## src/rtl/display_pkg.sv

```systemverilog
// Shared types and constants for the 4-digit scanned 7-segment display path.
package display_pkg;

    typedef logic [6:0] seg7_t;
    typedef logic [1:0] digit_idx_t;

    localparam int unsigned NUM_DIGITS = 4;
    localparam int unsigned NIB_W      = 4;
    localparam int unsigned VALUE_W    = NUM_DIGITS * NIB_W;

    localparam seg7_t          SEG_OFF = 7'b1111111;
    localparam logic [3:0]     AN_OFF  = 4'b1111;

    // Active-low abcdefg patterns for hex digits 0..F (seg[6]=a ... seg[0]=g).
    localparam seg7_t SEG_LUT [16] = '{
        7'b0000001, 7'b1001111, 7'b0010010, 7'b0000110,
        7'b1001100, 7'b0100100, 7'b0100000, 7'b0001111,
        7'b0000000, 7'b0001100, 7'b0001000, 7'b1100000,
        7'b0110001, 7'b1000010, 7'b0110000, 7'b0111000
    };

endpackage

```

## src/rtl/display_scan_mux_if.sv

```systemverilog
// Control/value inputs and pin outputs of the display scan multiplexer.
interface display_scan_mux_if;
    import display_pkg::*;

    logic                 enable;
    logic                 load;
    logic [VALUE_W-1:0]   bin_in;
    logic                 blank_lz;
    seg7_t                seg;
    logic [3:0]           an;

    // Driver side (the logic feeding the display).
    modport master (
        output enable, load, bin_in, blank_lz,
        input  seg, an
    );

    // Display multiplexer side.
    modport slave (
        input  enable, load, bin_in, blank_lz,
        output seg, an
    );

endinterface

```

## src/rtl/seg7_decode.sv

```systemverilog
// Combinational hex nibble to active-low 7-segment pattern.
module seg7_decode
    import display_pkg::*;
(
    input  logic [3:0] nib_i,
    output seg7_t      seg_o_c
);

    assign seg_o_c = SEG_LUT[nib_i];

endmodule

```

## src/rtl/display_scan_mux.sv

```systemverilog
// Time-multiplexes a latched 16-bit value onto a 4-digit common-anode display.
module display_scan_mux
    import display_pkg::*;
#(
    parameter int unsigned REFRESH_DIV = 25000,
    parameter bit          GUARD_EN    = 1'b1
)
(
    input  logic               clk,
    input  logic               rst_n,
    display_scan_mux_if.slave  bus
);

    localparam int unsigned      CNT_W    = (REFRESH_DIV > 1) ? $clog2(REFRESH_DIV) : 1;
    localparam logic [CNT_W-1:0] CNT_LAST = CNT_W'(REFRESH_DIV - 1);

    // A single-cycle digit period would leave no lit cycle after the guard.
    if (REFRESH_DIV < 2 || REFRESH_DIV > 32'd1048576) begin : g_bad_div
        $error("display_scan_mux: REFRESH_DIV must be in 2..2^20");
    end

    logic [CNT_W-1:0]   div_q,   div_d;
    digit_idx_t         idx_q,   idx_d;
    logic [VALUE_W-1:0] value_q, value_d;
    seg7_t              seg_q,   seg_d;
    logic [3:0]         an_q,    an_d;

    logic [3:0]         nibble_c;
    logic               blank_c;
    seg7_t              dec_seg_c;

    // State and pin registers; reset blanks the display immediately.
    always_ff @(posedge clk or negedge rst_n) begin
        if (!rst_n) begin
            div_q   <= '0;
            idx_q   <= '0;
            value_q <= '0;
            seg_q   <= SEG_OFF;
            an_q    <= AN_OFF;
        end else begin
            div_q   <= div_d;
            idx_q   <= idx_d;
            value_q <= value_d;
            seg_q   <= seg_d;
            an_q    <= an_d;
        end
    end

    // Value capture and refresh divider / digit scan advance.
    always_comb begin
        div_d   = div_q;
        idx_d   = idx_q;
        value_d = value_q;
        if (bus.load) begin
            value_d = bus.bin_in;
        end
        if (!bus.enable) begin
            div_d = '0;
            idx_d = '0;
        end else if (div_q == CNT_LAST) begin
            div_d = '0;
            idx_d = idx_q + digit_idx_t'(1);
        end else begin
            div_d = div_q + CNT_W'(1);
        end
    end

    // Select the current digit's nibble and decide leading-zero blanking.
    always_comb begin
        nibble_c = value_q[3:0];
        blank_c  = 1'b0;
        case (idx_q)
            2'd0: nibble_c = value_q[3:0];
            2'd1: begin
                nibble_c = value_q[7:4];
                blank_c  = bus.blank_lz && (value_q[15:4] == 12'h000);
            end
            2'd2: begin
                nibble_c = value_q[11:8];
                blank_c  = bus.blank_lz && (value_q[15:8] == 8'h00);
            end
            default: begin
                nibble_c = value_q[15:12];
                blank_c  = bus.blank_lz && (value_q[15:12] == 4'h0);
            end
        endcase
    end

    seg7_decode u_dec (
        .nib_i   (nibble_c),
        .seg_o_c (dec_seg_c)
    );

    // Next pin values: dark when disabled, in the guard cycle, or blanked.
    always_comb begin
        seg_d = SEG_OFF;
        an_d  = AN_OFF;
        if (bus.enable && !(GUARD_EN && (div_q == '0)) && !blank_c) begin
            an_d  = ~(4'b0001 << idx_q);
            seg_d = dec_seg_c;
        end
    end

    assign bus.seg = seg_q;
    assign bus.an  = an_q;

    // Never drive two digits at once.
    a_one_anode: assert property (@(posedge clk) disable iff (!rst_n) $onehot0(~an_q))
        else $error("display_scan_mux: more than one anode active");

endmodule
```

## src/flat_wrapper.sv

```systemverilog
// flat-port wrapper written by rule: the top's interface ports become plain ports
module display_scan_mux_flat import display_pkg::*;
#(
    parameter int unsigned REFRESH_DIV = 25000,
    parameter bit          GUARD_EN    = 1'b1
)
  (clk, rst_n, bus_enable, bus_load, bus_bin_in, bus_blank_lz, bus_seg, bus_an);
  display_scan_mux_if bus_i ();
  input  logic clk;
  input  logic rst_n;
  input wire logic [$bits(bus_i.enable)-1:0] bus_enable;
  input wire logic [$bits(bus_i.load)-1:0] bus_load;
  input wire logic [$bits(bus_i.bin_in)-1:0] bus_bin_in;
  input wire logic [$bits(bus_i.blank_lz)-1:0] bus_blank_lz;
  output wire logic [$bits(bus_i.seg)-1:0] bus_seg;
  output wire logic [$bits(bus_i.an)-1:0] bus_an;
  assign bus_i.enable = bus_enable;
  assign bus_i.load = bus_load;
  assign bus_i.bin_in = bus_bin_in;
  assign bus_i.blank_lz = bus_blank_lz;
  assign bus_seg = bus_i.seg;
  assign bus_an = bus_i.an;
  display_scan_mux #(.REFRESH_DIV(REFRESH_DIV), .GUARD_EN(GUARD_EN)) u_core (.clk(clk), .rst_n(rst_n), .bus(bus_i));
endmodule
```

## config.mk

```make
export PLATFORM = sky130hd
export DESIGN_NAME = display_scan_mux_flat
export DESIGN_NICKNAME = d
export VERILOG_FILES = /design/src/rtl/display_pkg.sv /design/src/rtl/display_scan_mux_if.sv /design/src/rtl/seg7_decode.sv /design/src/rtl/display_scan_mux.sv /design/src/flat_wrapper.sv
export SDC_FILE = /design/constraint.sdc
export NUM_CORES = 1
export LEC_CHECK = 0
export CAP_MARGIN = 0
export CORE_UTILIZATION = 55
export DETAILED_ROUTE_END_ITERATION = 7
export PLACE_DENSITY = 0.8
export SLEW_MARGIN = 20
export SYNTH_ARGS = -nofsm -noshare
export SYNTH_HDL_FRONTEND = slang
export SYNTH_SLANG_ARGS = --single-unit
```

## constraint.sdc

```tcl
create_clock -name clk -period 3.33 [get_ports clk]
set_input_delay 0.8325 -clock clk [delete_from_list [all_inputs] [get_ports clk]]
set_output_delay 0.8325 -clock clk [all_outputs]
set_load 0.02 [all_outputs]
```

==> results of run 1 <==
[stage by stage]
stage	hold slack [ns]	cells	instance area [um2]
5_1_grt	0.541	291	2720
4_1_cts	0.505	291	2720
3_5_place_dp	0.494	284	2630
6_report	0.497	291	2720
3_3_place_gp	0.476	284	2630
2_1_floorplan	0.450	208	2290
[logic make-up (layout without fill, tap and decap cells)]
logic type,count (synthesis),count (layout),share of synthesized area
AND/OR/NAND/NOR,64,64,0.148
flip-flops,44,44,0.486
AO/OA/AOI/OAI,30,30,0.0999
buffers and inverters,22,55,0.0415
multiplexers,21,21,0.0993
XOR/XNOR,14,14,0.0535
adder cells (fa/ha/maj),13,13,0.0710
[worst max-delay path, delay by kind of cell, from the launching register on]
family,cells,cell delay (ns)
flip-flops,1,0.45
buffers and inverters,2,0.47
adder cells (fa/ha/maj),2,0.64
AO/OA/AOI/OAI,3,0.48
multiplexers,2,0.69
[registers in the layout, summed over array words and instances, names as in the netlist]
signal and cells:
u_core.idx_q 2, u_core.value_q 16, u_core.bus.an 4, u_core.div_q 15
u_core.bus.seg 7
[worst paths after layout]
check	depth (start not counted)	from	to
min	1	u_core.div_q[0]$_DFF_PN0_	u_core.div_q[0]$_DFF_PN0_
min reg2reg	1	u_core.div_q[0]$_DFF_PN0_	u_core.div_q[0]$_DFF_PN0_
max in group asynchronous	1	rst_n	u_core.value_q[13]$_DFFE_PN0P_
max reg2reg	9	u_core.idx_q[0]$_DFFE_PN0P_	u_core.bus.seg[3]$_DFF_PN1_
max	9	u_core.idx_q[0]$_DFFE_PN0P_	u_core.bus.seg[3]$_DFF_PN1_
min in group asynchronous	1	rst_n	u_core.div_q[10]$_DFF_PN0_
[cells in the mapped netlist, types with 2 or more instances]
| cell type | count |
|---|---|
| a211o_1 | 3 |
| a211oi_1 | 3 |
| a21o_1 | 2 |
| a21oi_1 | 4 |
| a222oi_1 | 4 |
| clkbuf_1 | 3 |
| dfrtp_1 | 33 |
| dfstp_2 | 11 |
| ha_1 | 13 |
| inv_1 | 16 |
| mux2_2 | 14 |
| mux2i_1 | 7 |
| nand2_1 | 12 |
| nand3_1 | 8 |
| nand4_1 | 3 |
| nor2_1 | 20 |
| nor2b_1 | 3 |
| nor3_1 | 4 |
| nor4_1 | 5 |
| o21ai_0 | 3 |
| o221ai_1 | 3 |
| o22ai_1 | 2 |
| or3_1 | 2 |
| xnor2_1 | 12 |
| xor2_1 | 2 |
[final cells by class]
type / count / area [um2] / share of cell area
Timing Repair Buffer: 32 / 313 / 0.115
Tap cell: 50 / 62.6 / 0.0230
Inverter: 16 / 60.1 / 0.0221
Clock inverter: 1 / 3.75 / 0.00138
Clock buffer: 6 / 82.6 / 0.0304
Multi-Input combinational cell: 142 / 1080 / 0.398
Sequential cell: 44 / 1110 / 0.410
[where the power goes]
| part | switching, uW | internal [uW] | leakage (uW) |
|---|---|---|---|
| Combinational | 98.4 | 94.7 | 0.000558 |
| Sequential | 22.3 | 576 | 0.000539 |
| Clock | 166 | 161 | 0.0000447 |
[cells in the final DEF, fill, tap and decap left out, drive strengths merged, types with 4 or more instances in the layout]
master and count:
inv 16, nand2 12, dfrtp 33, mux2 14
clkdlybuf4s50 30, dfstp 11, ha 13, nor4 7
clkbuf 6, xnor2 12, mux2i 7, a21oi 4
nor3 4, a222oi 4, nor2 20, nand3 8
[layer usage]
layer / vias up / part of all wire
li1: 803 / -
met1: 832 / 0.48
met2: 37 / 0.47
met3: 9 / 0.031
met4: 0 / 0.016
met5: - / 0
==> summary.md, run 1 <==
| Metric | Value |
|---|---|
| Largest net degree at the start of global routing | 45 |
| Synth area leader | dfrtp_1 |
| Diode count | 0 |
| First-pass GRT wire length | 7610 um |
| PortBufs | 31 |
| RSZ-0062 raised after global routing | no |
| Crit path required time | between 3 and 4 ns |
| Fillers | 328 |
| Crit path max fanout | 12 |
| Worst path cell trace | ha_1 -> inv_1 -> mux2i_1 -> inv_1 -> ha_1 -> mux2i_1 -> o22ai_1 -> a311oi_1 -> o21ai_0 |
| Yosys reg bits | 44 |
| GR Util met3 | 0.0582 |
| Post-synth EDFFs | 0 |
| Worst Setup Slack, final | roughly 0.52 ns |
| Clock skew | ~0.0043 ns |
| Clock buffer count from CTS | 5 |
| Avg Inst Size Synth | around 11 um2 |
| Synth async-reset ratio | 1.00 |
| Post-Syn Instances | 208 |
| CP peak stage delay | 0.51 ns |
| Final-report setup violation count | 0 |
| CTS tree | yes |
| DRC | 0 |
| Post-CTS setup buffers | 0 |
| M1 GR Usage | 0.321 |
| Relative slew slack | 0.376 |
| Critical path's slowest cell | mux2i_1 |
| Die Y | 66.6 um |
| Overall Global Routing Usage | 0.234 |
| Worst-path clk slew | roughly 0.08 ns |
| Worst setup SP type | flop |
| Top FF cell, synth | dfrtp_1 |
| Worst slack, placed | 0.604 ns |
| Core Region | 4000 um2 |
| Post-DP HPWL | 3200 um |
| Status | complete, no violations |
| Slew @ Worst Pin | between 0.9 and 1 ns |
| Pins Over Slew Limit | 0 |
| Vias in the first global route | about 1.6k |
| Distinct cells, synth | slightly above 40 |
| I/O pins | 32 |
| Flop-to-flop setup slack | 0.52 ns |
| Share of the synthesized area in the top cell type | 0.360 |
| Pwr dens | 412 nW/um2 |
| Post-Synthesis Net Count | roughly 240 |
| Crit path kind | flop to flop |
| Cts hold-fix bufs | 0 |
| Clk_lat worst skew | around 0.29 ns |
| Crit. End Element | flop |
| Synthesis-to-layout area growth | 18.6% |
| CP arrival | slightly above 3 ns |
| Root buffer cell | clkbuf_8 |
| Gpl congestion | 0.815 |
| Total gr overflow | 0 |
| Share of cells above drive strength 1 | 0.154 |
| Grt peak-use layer | met2 |
| Max Cap Viol | 0 |
| Fmax | roughly 0.36 GHz |
| Top post-synthesis cells by area | dfrtp_1 36%, dfstp_2 13%, ha_1 7.1%, mux2_2 6.9%, xnor2_1 4.6% |
| Setup TNS | 0 ns |
| Maximum VDD drop | around 0.28 mV |
| Syn. warnings | 0 |
| Chip width | approximately 67 um |
| Hold Vio Cnt, Final | 0 |
| Final Util | 0.680 |
| Post_cts resized | 0 |
| Placement row count | 23 |
| Routed vias/inst | slightly below 6 |
| Antenna violations before repair | 0 |
| Post-route clock period utilization | 0.843 |
| Final ANT Viol Nets | 0 |
| Power, Total | approximately 1100 uW |
| Register area share after synthesis | 0.486 |
| Met2 usage | 0.354 |
| Routed WL | around 4400 um |
| DRT iter0 DRCs | 95 |
| Fin nets | 275 |
| Total die area | approximately 4400 um2 |
| DR WL/cell | 15.2 um |
| Vias | about 1.7k |
| Mapped cell area | approximately 2300 um2 |
| H-tree lvl count | 2 |
| Clk buf depth | 2 |
| Clk sinks | 44 |
| Starting Density | 0.573 |
| Leakage power | 0.00114 uW |
| Final worst path period need | 2.81 ns |
| Hold Crit Class | flop to flop |
| DR pass1 iterations | 4 |
Note: power is estimated with default switching activity, not from simulation.
==> run 2, diff against run 1 <==
--- a/config.mk
+++ b/config.mk
@@ -6,9 +6,9 @@
 export NUM_CORES = 1
 export LEC_CHECK = 0
 export CAP_MARGIN = 0
-export CORE_UTILIZATION = 55
+export CORE_UTILIZATION = 49
 export DETAILED_ROUTE_END_ITERATION = 7
-export PLACE_DENSITY = 0.8
+export PLACE_DENSITY = 0.76
 export SLEW_MARGIN = 20
 export SYNTH_ARGS = -nofsm -noshare
 export SYNTH_HDL_FRONTEND = slang
==> constraint.sdc (replaced) <==
create_clock -name clk -period 2.35 [get_ports clk]
set_input_delay 0.5875 -clock clk [delete_from_list [all_inputs] [get_ports clk]]
set_output_delay 0.5875 -clock clk [all_outputs]
set_load 0.02 [all_outputs]
==> run 2 against run 1 <==
  * Largest power group unchanged
  * Non-clock buffer count is 17 higher
  * Via count increased by 4.3%
  * Sequential cell count stayed put
  * Fmax up 19%
  * Clock-buffer cell count shrank 1
  * The flow now finishes with violations (negative setup slack)
  * Highest routed layer unchanged
  * Critical endpoint unchanged
==> summary.md, run 2 (synthesis results as in run 1) <==
| Metric | Value |
|---|---|
| Status | complete, but fails checks |
| Failing checks | negative setup slack |
| Hold Crit Class | primary input to asynchronous set/reset pin |
| Vias | 1,754 (+4.3%) |
| Critical path's slowest cell | a222oi_1 |
| I/O pins | 32 (unchanged) |
| Crit path max fanout | 6 (-6) |
| Clock skew | 0.00360 ns (-0.000689 ns) |
| Worst-path clk slew | 0.08 ns (about the same) |
| Gpl congestion | 0.864 (+6.0%) |
| Leakage power | 0.00122 uW (+6.7%) |
| CP peak stage delay | 0.43 ns (-0.08 ns) |
| Worst reg2reg path depth | 11 (+2) |
| Maximum VDD drop | 0.413 mV (+49%) |
| Die Y | 70.4 um (+5.8%) |
| Power, Total | 1740 uW (+56%) |
| Levels on crit path | 11 (+2) |
| Clk buf depth | 2 (unchanged) |
| Fin nets | 292 (+6.2%) |
| Pins Over Slew Limit | 0 (unchanged) |
| Leading cell type in the layout, fill and taps excluded | dfrtp_1 |
| Root buffer cell | clkbuf_8 |
| Fillers | 316 (-3.7%) |
| Synthesis-to-layout area growth | 28.2% |
| Total die area | 4960 um2 (+12%) |
| Fmax | 0.423 GHz (+19%) |
| Cts hold-fix bufs | 0 (unchanged) |
| Relative slew slack | 0.640 (+0.265) |
| Starting Density | 0.519 (-0.0538) |
| First-pass GRT wire length | 7890 um (+3.7%) |
| Clk sinks | 44 (unchanged) |
| Worst Setup Slack, final | -0.0128 ns (-0.536 ns) |
| Register with the most flip-flops | u_core.value_q |
| Max reg flops | 16 (unchanged) |
| Placement row count | 24 (+4.3%) |
| Fin area | 2940 um2 (+8.1%) |
| Crit. End Element | flop |
| DR top layer | met4 |
| WL met3 | 192 um (+41%) |
| Chip width | 70.4 um (+5.8%) |
| Post-DP HPWL | 3270 um (+2.0%) |
| Total gr overflow | 0 (unchanged) |
| Final-report setup violation count | 1 (+1) |
| Hold Vio Cnt, Final | 0 (unchanged) |
| Final worst path period need | 2.36 ns (-0.444 ns) |
| Slew @ Worst Pin | 0.539 ns (-0.397 ns) |
| DRC | 0 (unchanged) |
| CTS tree | yes |
| Core Region | 4410 um2 (+10%) |
| Routed metal-1 wirelength | 2220 um (+5.2%) |
| Largest net degree at the start of global routing | 45 (unchanged) |
| Routed WL | 4760 um (+7.8%) |
| H-tree lvl count | 2 (unchanged) |
| Overall Global Routing Usage | 0.204 (-0.0295) |
| CP arrival | 2.58 ns (-0.44 ns) |
| Worst setup SP type | flop |
| CP bufs+invs | 4 (+2) |
| DR WL/cell | 15.3 um (+0.89%) |
| CP delay by family, top | compound AO/OA/AOI/OAI gates |
| DR pass1 iterations | 6 (+2) |
| Pwr dens | 593 nW/um2 (+44%) |
| Placed Area | 2700 um2 (+2.4%) |
| DRT iter0 DRCs | 98 (+3.2%) |
| Post-route clock period utilization | 1.01 (+0.163) |
| Met2 WL | 2210 um (+5.7%) |
| Share of cells above drive strength 1 | 0.278 (+0.124) |
| Vias in the first global route | 1,631 (-0.24%) |
| Antenna violations before repair | 0 (unchanged) |
| PortBufs | 31 (unchanged) |
| Diode count | 0 (unchanged) |
| Clock buffer count from CTS | 5 (unchanged) |
| Crit path required time | 2.57 ns (-0.98 ns) |
| Crit path kind | flop to flop |
| Max Cap Viol | 0 (unchanged) |
| Worst path cell trace | inv_2 -> ha_4 -> a222oi_1 -> mux2i_2 -> buf_4 -> buf_4 -> ha_2 -> inv_1 -> a211oi_1 -> a211oi_1 -> o21ai_1 |
| Most frequent cells in the layout | 32 x dfrtp_1, 30 x clkdlybuf4s50_1, 20 x nor2_1 |
| Final ANT Viol Nets | 0 (unchanged) |
| Clk_lat worst skew | 0.29 ns (about the same) |
| Routed vias/inst | 5.64 (-2.4%) |
-- run 2: path summary, 6_finish.rpt --
check	from	to	slack, ns
worst min register to register	u_core.div_q[0]$_DFF_PN0_	u_core.div_q[0]$_DFF_PN0_	0.49
worst max register to register	u_core.idx_q[0]$_DFFE_PN0P_	u_core.bus.seg[3]$_DFF_PN1_	-0.01
worst max-delay path	u_core.idx_q[0]$_DFFE_PN0P_	u_core.bus.seg[3]$_DFF_PN1_	-0.01
max in group asynchronous	rst_n	u_core.idx_q[1]$_DFFE_PN0P_	1.60
min in group clk	u_core.div_q[0]$_DFF_PN0_	u_core.div_q[0]$_DFF_PN0_	0.49
worst min-delay path	rst_n	u_core.value_q[0]$_DFFE_PN0P_	0.35
-- run 2: repair_timing --
item | 4_1_cts | 5_1_grt
gates resized for setup | 4 | 16
buffers inserted | 3 | 6
setup endpoints to repair | 2 | 3
pin swaps | 2 | 4
gates cloned | 0 | 0
-- run 2: through the flow --
stage               cells  hold slack, ns  TNS [ns]  setup slack, ns  utilization
floorplan             208           0.292         0            0.107            -
global placement      294           0.474         0            0.149        0.611
detailed placement    294           0.487   -0.0249          -0.0133        0.611
CTS                   305           0.360         0           0.0142        0.642
global route          311           0.396    -0.141          -0.0721        0.666
finish                311           0.351   -0.0128          -0.0128        0.666
-- run 2: per-layer routing --
metal	GRT usage	up-vias
met5	0	-
met4	0.0911	0
met3	0.0519	14
met2	0.291	67
met1	0.292	833
li1	-	840
-- run 2: cell type report --
cell class / count / area (um2) / area share
Multi-Input combinational cell: 142 / 1150 / 0.390
Sequential cell: 44 / 1120 / 0.380
Timing Repair Buffer: 49 / 440 / 0.150
Clock buffer: 5 / 68.8 / 0.0234
Tap cell: 52 / 65.1 / 0.0221
Inverter: 16 / 60.1 / 0.0204
Clock inverter: 3 / 42.5 / 0.0145
-- run 2: power by group --
group	internal (uW)	total (uW)	switching [uW]
clock network	314	563	249
registers	816	850	33.2
logic	172	330	158
total	1300	1740	439
-- run 2: worst register-to-register path, cell delays in order (launching register included) --
cell and delay [ns]:
dfrtp_1 0.40, inv_2 0.08, ha_4 0.18, a222oi_1 0.43, mux2i_2 0.16, buf_4 0.19, buf_4 0.14, ha_2 0.20
inv_1 0.07, a211oi_1 0.05, a211oi_1 0.29, o21ai_1 0.12
==> run 3, diff against run 2 <==
--- a/config.mk
+++ b/config.mk
@@ -6,9 +6,10 @@
 export NUM_CORES = 1
 export LEC_CHECK = 0
 export CAP_MARGIN = 0
-export CORE_UTILIZATION = 49
+export CORE_UTILIZATION = 51
+export CTS_BUF_LIST = sky130_fd_sc_hd__clkbuf_8
 export DETAILED_ROUTE_END_ITERATION = 7
-export PLACE_DENSITY = 0.76
+export PLACE_DENSITY = 0.78
 export SLEW_MARGIN = 20
 export SYNTH_ARGS = -nofsm -noshare
 export SYNTH_HDL_FRONTEND = slang
==> run 3 against run 2 <==
  * Clock-buffer cell count up 1
  * The flow now finishes without violations
  * Core utilization rose by 1.6 points
  * Sequential power about the same
  * First-iteration DRC count up 68%
  * Register-to-register slack improved by 0.13 ns
  * Via count grew 0.11%
  * Combinational power decreased by 4%
  * Setup slack better by 0.13 ns
  * Clock power rose by 8.7%
  * Non-clock buffer count unchanged
  * Critical path type unchanged
==> summary.md, run 3 (synthesis results as in run 1) <==
| Metric | Value |
|---|---|
| Root buffer cell | clkbuf_8 |
| Leakage power | 0.00123 uW (+1.1%) |
| Hold slack | 0.345 ns (-0.00616 ns) |
| DRC | 0 (unchanged) |
| Clk sinks | 44 (unchanged) |
| Max Cap Viol | 0 (unchanged) |
| Crit path kind | flop to flop |
| Antenna violations before repair | 0 (unchanged) |
| Clk buf depth | 2 (unchanged) |
| Worst-path clk slew | 0.09 ns (about the same) |
| Post-route clock period utilization | 0.952 (-0.0534) |
| Diode count | 0 (unchanged) |
| Slew @ Worst Pin | 0.552 ns (+0.0122 ns) |
| Final Util | 0.682 (+0.0162) |
| Register Area | 1120 um2 (unchanged) |
| Final ANT Viol Nets | 0 (unchanged) |
| Clock network power share | 0.344 (+0.021) |
| Critical path's slowest cell | dfrtp_2 |
| Worst reg2reg path depth | 10 (-1) |
| Placement row count | 24 (unchanged) |
| Leading cell type in the layout, fill and taps excluded | dfrtp_1 |
| Post-DP HPWL | 3120 um (-4.5%) |
| Cts hold-fix bufs | 0 (unchanged) |
| Total gr overflow | 0 (unchanged) |
| Switching part of the total | 0.253 (+0.00124) |
| CP arrival | 2.47 ns (-0.11 ns) |
| Crit. End Element | flop |
| Final-report setup violation count | 0 (-1) |
| Status | complete, no violations |
| Power share of the sequential group | 0.478 (-0.010) |
| Clock buffer count from CTS | 5 (unchanged) |
| Vias | 1,756 (+0.11%) |
| CP peak stage delay | 0.42 ns (about the same) |
| Worst path cell trace | inv_2 -> ha_2 -> a222oi_1 -> mux2i_2 -> buf_4 -> ha_4 -> mux2i_1 -> o22ai_1 -> a311oi_1 -> o21ai_1 |
| H-tree lvl count | 2 (unchanged) |
| Relative slew slack | 0.632 (-0.00814) |
| Routed vias/inst | 5.65 (+0.11%) |
| Vias in the first global route | 1,685 (+3.3%) |
| DRT iter0 DRCs | 165 (+68%) |
| Register with the most flip-flops | u_core.value_q |
| Total die area | 4770 um2 (-3.8%) |
| Share of cells above drive strength 1 | 0.266 (-0.0116) |
| Fmax | 0.447 GHz (+5.6%) |
| Routed WL | 4920 um (+3.5%) |
| CP delay by family, top | compound AO/OA/AOI/OAI gates |
| Pwr dens | 603 nW/um2 (+1.7%) |
| Levels on crit path | 10 (-1) |
| DR pass1 iterations | 4 (-2) |
| Comb power frac | 0.178 (-0.011) |
| Max reg flops | 16 (unchanged) |
| Pins Over Slew Limit | 0 (unchanged) |
| Core Region | 4320 um2 (-2.0%) |
| Overall Global Routing Usage | 0.213 (+0.00929) |
| First-pass GRT wire length | 8000 um (+1.4%) |
| Worst setup SP type | flop |
| Sw power | 450 uW (+2.5%) |
| Starting Density | 0.530 (+0.0108) |
| Fin nets | 292 (unchanged) |
| Die Y | 69.0 um (-1.9%) |
| Largest net degree at the start of global routing | 45 (unchanged) |
| Maximum VDD drop | 0.456 mV (+10%) |
| PortBufs | 31 (unchanged) |
| I/O pins | 32 (unchanged) |
| Clock skew | 0.0101 ns (+0.00645 ns) |
| Int Pwr | 1330 uW (+1.8%) |
| Chip width | 69.0 um (-1.9%) |
| DR WL/cell | 15.8 um (+3.5%) |
| Synthesis-to-layout area growth | 28.7% |
| Crit path required time | 2.59 ns (+0.02 ns) |
| Hold Vio Cnt, Final | 0 (unchanged) |
| Fillers | 318 (+0.63%) |
| Hold Crit Class | primary input to asynchronous set/reset pin |
| Final worst path period need | 2.24 ns (-0.125 ns) |
| CTS tree | yes |
| Area of the multi-input gates | 1150 um2 (unchanged) |
| Clk_lat worst skew | 0.30 ns (about the same) |
| Most frequent cells in the layout | 32 x dfrtp_1, 30 x clkdlybuf4s50_1, 20 x nor2_1 |
| CP bufs+invs | 2 (-2) |
| Gpl congestion | 0.866 (+0.29%) |
| Crit path max fanout | 6 (unchanged) |
[run 3: final timing paths]
kind | start | endpoint | slack [ns]
max in group asynchronous | rst_n | u_core.idx_q[1]$_DFFE_PN0P_ | 1.62
min reg2reg | u_core.div_q[0]$_DFF_PN0_ | u_core.div_q[0]$_DFF_PN0_ | 0.49
max | u_core.idx_q[1]$_DFFE_PN0P_ | u_core.bus.seg[3]$_DFF_PN1_ | 0.11
max reg2reg | u_core.idx_q[1]$_DFFE_PN0P_ | u_core.bus.seg[3]$_DFF_PN1_ | 0.11
min | rst_n | u_core.div_q[14]$_DFF_PN0_ | 0.34
min in group clk | u_core.div_q[0]$_DFF_PN0_ | u_core.div_q[0]$_DFF_PN0_ | 0.49
[run 3: final cells by class]
type / count / area share
Inverter: 16 / 0.0204
Tap cell: 52 / 0.0221
Clock inverter: 2 / 0.0132
Sequential cell: 44 / 0.378
Multi-Input combinational cell: 142 / 0.389
Timing Repair Buffer: 49 / 0.149
Clock buffer: 6 / 0.0280
[run 3: power groups by stage]
stage / clock, uW / sequential [uW] / combinational (uW)
3_3_place_gp: 0 / 862 / 280
5_1_grt: 657 / 855 / 347
3_5_place_dp: 0 / 862 / 283
4_1_cts: 626 / 848 / 287
6_report: 612 / 849 / 316
2_1_floorplan: 0 / 876 / 144
[run 3: timing repair]
action | CTS | global route
setup buffers | 1 | 8
gates cloned | 0 | 0
endpoints found under the setup margin | 2 | 3
gates resized for setup | 3 | 16
pin swaps | 1 | 5
[run 3: layer usage]
metal / GRT usage / share of wire / vias to the layer above
met3: 0.0556 / 0.046 / 7
li1: - / - / 842
met1: 0.298 / 0.47 / 851
met5: 0 / 0 / -
met4: 0.0816 / 0.014 / 0
met2: 0.319 / 0.47 / 56
[run 3: through the flow]
stage	power (uW)	area [um2]	instances	setup WS [ns]	TNS, ns
global placement	1140	2700	294	0.136	0
detailed placement	1150	2700	294	-0.00649	-0.00649
global route	1860	2950	311	-0.00727	-0.00727
CTS	1760	2830	303	0.0297	0
finish	1780	2950	311	0.113	0
floorplan	1020	2290	208	0.107	0
